## src/rtl/fpu_ss_regfile_sb.sv

```systemverilog
// FPU subsystem floating-point register file with an integrated busy scoreboard.
// Combinational read ports, two write ports (A = FPU result, B = load data),
// and one reservation port used by the issue stage.
// Optional macro FPU_SS_REGFILE_BYPASS_EN: same-cycle write-to-read forwarding.
module fpu_ss_regfile_sb #(
    parameter int unsigned DataWidth = 32,
    parameter int unsigned NumRead   = 3,
    parameter int unsigned AddrWidth = 5
) (
    input  logic                         clk_i,
    input  logic                         rst_i,
    input  logic [AddrWidth-1:0]         raddr_i [NumRead],
    output logic [DataWidth-1:0]         rdata_o [NumRead],
    output logic [NumRead-1:0]           rbusy_o,
    input  logic                         rsv_valid_i,
    input  logic [AddrWidth-1:0]         rsv_addr_i,
    output logic                         rsv_ready_o,
    input  logic                         wa_valid_i,
    input  logic [AddrWidth-1:0]         wa_addr_i,
    input  logic [DataWidth-1:0]         wa_data_i,
    input  logic                         wb_valid_i,
    input  logic [AddrWidth-1:0]         wb_addr_i,
    input  logic [DataWidth-1:0]         wb_data_i,
    output logic [(2**AddrWidth)-1:0]    busy_o,
    output logic                         collision_o
);

    localparam int unsigned NumWords = 2 ** AddrWidth;

    logic [DataWidth-1:0] mem_q [NumWords];
    logic [NumWords-1:0]  busy_q;
    logic [NumWords-1:0]  busy_d;
    logic [NumWords-1:0]  wr_hit;
    logic [NumWords-1:0]  rsv_set;
    logic                 collision_q;
    logic                 collide;

    assign collide     = wa_valid_i & wb_valid_i & (wa_addr_i == wb_addr_i);
    assign busy_o      = busy_q;
    assign collision_o = collision_q;

    // Per-register write hits; a write releases its register.
    always_comb begin
        wr_hit = '0;
        for (int unsigned w = 0; w < NumWords; w++) begin
            wr_hit[w] = (wa_valid_i && (wa_addr_i == AddrWidth'(w))) ||
                        (wb_valid_i && (wb_addr_i == AddrWidth'(w)));
        end
    end

    // Reservation acceptance: free register, or one released by a write this cycle.
    always_comb begin
        rsv_ready_o = rsv_valid_i & (~busy_q[rsv_addr_i] | wr_hit[rsv_addr_i]);
        rsv_set     = '0;
        if (rsv_ready_o) begin
            rsv_set[rsv_addr_i] = 1'b1;
        end
        busy_d = rsv_set | (busy_q & ~wr_hit);
    end

    // Storage and scoreboard state; port A takes priority on a shared address.
    always_ff @(posedge clk_i or posedge rst_i) begin
        if (rst_i) begin
            for (int unsigned w = 0; w < NumWords; w++) begin
                mem_q[w] <= '0;
            end
            busy_q      <= '0;
            collision_q <= 1'b0;
        end else begin
            for (int unsigned w = 0; w < NumWords; w++) begin
                if (wa_valid_i && (wa_addr_i == AddrWidth'(w))) begin
                    mem_q[w] <= wa_data_i;
                end else if (wb_valid_i && (wb_addr_i == AddrWidth'(w))) begin
                    mem_q[w] <= wb_data_i;
                end
            end
            busy_q      <= busy_d;
            collision_q <= collide;
        end
    end

    // Read ports: registered state, optionally overlaid with same-cycle writes.
    always_comb begin
        for (int unsigned i = 0; i < NumRead; i++) begin
            rdata_o[i] = mem_q[raddr_i[i]];
            rbusy_o[i] = busy_q[raddr_i[i]];
`ifdef FPU_SS_REGFILE_BYPASS_EN
            // B first so that A overrides it when both target the same address.
            if (wb_valid_i && (wb_addr_i == raddr_i[i])) begin
                rdata_o[i] = wb_data_i;
                rbusy_o[i] = rsv_set[raddr_i[i]];
            end
            if (wa_valid_i && (wa_addr_i == raddr_i[i])) begin
                rdata_o[i] = wa_data_i;
                rbusy_o[i] = rsv_set[raddr_i[i]];
            end
`endif
        end
    end

endmodule

```

## config.mk

```make
export PLATFORM = sky130hd
export DESIGN_NAME = fpu_ss_regfile_sb
export DESIGN_NICKNAME = d
export VERILOG_FILES = /design/src/rtl/fpu_ss_regfile_sb.sv
export SDC_FILE = /design/constraint.sdc
export NUM_CORES = 2
export LEC_CHECK = 0
export BUFFER_PORTS_ARGS = -buffer_cell sky130_fd_sc_hd__buf_2
export CAP_MARGIN = 20
export CORE_AREA = 2 2 361 363
export DETAILED_ROUTE_END_ITERATION = 16
export DIE_AREA = 0 0 363 365
export PLACE_DENSITY = 0.78
export SYNTH_ARGS = -nofsm -noshare
export SYNTH_HDL_FRONTEND = slang
export SYNTH_SLANG_ARGS = --single-unit
```

## constraint.sdc

```tcl
create_clock -name clk_i -period 32.4 [get_ports clk_i]
set_input_delay 3.24 -clock clk_i [delete_from_list [all_inputs] [get_ports clk_i]]
set_output_delay 3.24 -clock clk_i [all_outputs]
set_load 0.02 [all_outputs]
```

==> results.toml <==
[pwr]
finalPower_mw = 5.00
p_leak_nw = 31.6
peakVddDrop_v = 0.0000505
power.density_nw_per_um2 = 62.4

[clock_tree]
cts_hold_buf = 0
htree_levels = 3
post_cts_buffers = 0
cts.sinks = 1057
ctsResizeCount = 0
numCtsBuffers = 116
cts_tree = "done"
insertion_delay_ns = 0.73
cts_buffer_depth = 3
cts.reportedPaths.clkPinSlew_ns = 0.06
clockRootBuffer = "clkbuf_16"

[floorplan]
die_area_um2 = 132000
ios = 232
rows = 132
die_h_um = 365
start_util_pct = 57.7
die_w_um = 363
core_um2 = 129000

[timing]
fin_setup_tns_ns = 0
final_hold_viol_count = 0
slew_headroom_pct = 13.7
finalMaxSlewViolations = 0
setup_violations = 0
rsz0062_at_grt = "no"
fin_crit_sh_pct = 32.6
fmax_mhz = 94.8
tightest_slew_ns = 1.29
finalCriticalPeriod_ns = 10.55
skew_ns = 0.0176
worst_slack_ns = 21.85

[route]
route.detailed.drc = 0
drt_wl_total_um = 275000
via_per_inst = 7.73
drt-initial-drc-count = 9818
wire_per_inst_um = 35.4
ant_nets = 0
vias = 60143
drt_pre_antenna_iters = 7

[synthesis]
yosys-top-cells-area = "dfrtp_1 36%, mux4_2 30%, mux2i_1 14%"
yosysTopAreaCellShare_pct = 35.6
synth_compound_area_share_pct = 7.83
yosysSeqAreaShare_pct = 35.6
yosys.area_share.simple_pct = 6.56
yosys-top-cells-count = "1057 x dfrtp_1, 1041 x mux2i_1, 990 x mux4_2"
synthesis.nets = 6407
synth_mux_area_share_pct = 45.6
synth_xor_area_share_pct = 0.106
synth_edf_count = 0
synth-main-ff-cell = "dfrtp_1"
netlist_instances = 6308
synth.most_common_cell = "dfrtp_1"
ys_seq_elements = 1057
yosys.area.top_type = "dfrtp_1"
yosys_warnings = 0
synth_cell_type_count = 60
synth_top_family_by_area = "multiplexers"
synthArstFlopShare_pct = 100
netlist_area_um2 = 74300
syn_avg_cell_area_um2 = 11.8
synth_adder_area_share_pct = 0

[grt]
grt_pass1_vias = 59838
grt_use_total_pct = 41.6
grt-ovfl-total = 0
grt_pass1_wl_um = 402000
antenna_found_initial = 23
grt_max_degree = 163

[critical_path]
path_max_fanout = 66
worstRegToRegCells = 7
crit_arrival_ns = 7.31
crit_path_end_kind = "primary output"
endpoint = "rdata_o[77]"
r2r-end = "busy_o[23]$_DFF_PP0_"
start_kind = "input port"
required_ns = 29.16
critPathKind = "in2out"
r2r_slack_ns = 29.49
rr_startpoint = "busy_o[17]$_DFF_PP0_"
startpoint = "raddr_i[10]"

[finish]
drive_gt1_share_pct = 28.1
seqCellArea_um2 = 26500
final_core_util_pct = 62.3
area_growth_pct = 7.99
nets = 6086
fillers = 9295
fin_area_um2 = 80200
multi_input_area_um2 = 45100

[placement]
portBuffers = 231
place_ws_ns = 21.60
place_hpwl_um = 144000
dpl_cell_area_um2 = 75700
gp_congestion = 0.946

[worst_hold_path]
min-delay-start = "mem_q[744]$_DFFE_PP0P_"
hold_class = "reg2reg"

[run]
max-cap-violations = 0

[outcome]
status = "completed"
-- cells in the final DEF (no fill, tap or decap), types with 7 or more instances in the layout --
cell type	netlist	layout
mux2i_1	1041	1041
nand2b_1	7	7
clkinvlp_4	0	8
nand2_4	0	18
mux4_2	990	990
bufinv_16	0	17
buf_16	0	9
clkbuf_16	0	119
diode_2	0	19
buf_2	154	218
nor3_1	8	8
o21ai_0	742	742
and2_1	9	8
clkbuf_1	532	16
clkbuf_8	0	25
buf_12	0	11
a32o_1	26	26
nand2_1	770	752
nor2_4	0	42
buf_4	11	98
nor2_1	362	324
a21oi_1	298	298
mux2_2	99	99
dfrtp_1	1057	1057
clkinv_2	0	23
nor2b_1	9	8
-- logic make-up after synthesis --
kind of cell,after synthesis
buffers and inverters,788
flip-flops,1057
XOR/XNOR,9
multiplexers,2130
AO/OA/AOI/OAI,1109
AND/OR/NAND/NOR,1215
-- how the worst min path moves through the flow --
stage / end / slack, ns / cells past startpoint
after global placement: mem_q[56]$_DFFE_PP0P_ / 0.58 / 2
after floorplan: mem_q[62]$_DFFE_PP0P_ / 0.56 / 2
final: mem_q[744]$_DFFE_PP0P_ / 0.61 / 2
after detailed placement: mem_q[665]$_DFFE_PP0P_ / 0.60 / 2
after global routing: mem_q[620]$_DFFE_PP0P_ / 0.65 / 2
after CTS: mem_q[770]$_DFFE_PP0P_ / 0.61 / 2
-- report_power, final --
part,total [mW],internal [mW],switching [mW],leakage [nW]
logic,1.51,0.855,0.658,16.5
registers,2.05,1.66,0.381,13.1
clock network,1.45,0.860,0.586,2.02
total,5.00,3.38,1.62,31.6
-- worst max-delay path, stage by stage --
cell and delay (ns):
buf_8 0.58, buf_4 0.85, buf_4 0.88, mux4_2 0.64
mux4_2 0.52, mux2_2 0.31, buf_2 0.17
-- per-layer routing --
layer	GRT usage, %	routed length [µm]
met1	51.2	87000
met2	58.7	117000
met3	16.7	46400
met4	32.2	25000
met5	0.145	79
-- cell type report --
class | instances | share of cell area [%]
diodes | 19 | 0.0593
clock buffers | 160 | 4.22
clock inverters | 53 | 0.911
inverters | 4 | 0.0234
multi-input cells | 4463 | 56.2
flip-flops and latches | 1057 | 33.0
well taps | 1675 | 2.61
repair buffers | 345 | 3.02
-- registers in the layout, summed over array words and instances (netlist names) --
name / count
busy_o: 32
mem_q: 1024
collision_o: 1
-- metrics by stage --
| step | hold WS, ns | std cells |
|---|---|---|
| 3_5_place_dp | 0.599 | 7532 |
| 3_3_place_gp | 0.577 | 7529 |
| 5_1_grt | 0.646 | 7763 |
| 6_report | 0.613 | 7776 |
| 4_1_cts | 0.614 | 7745 |
| 2_1_floorplan | 0.557 | 6308 |
(Power assumes the default switching activity.)
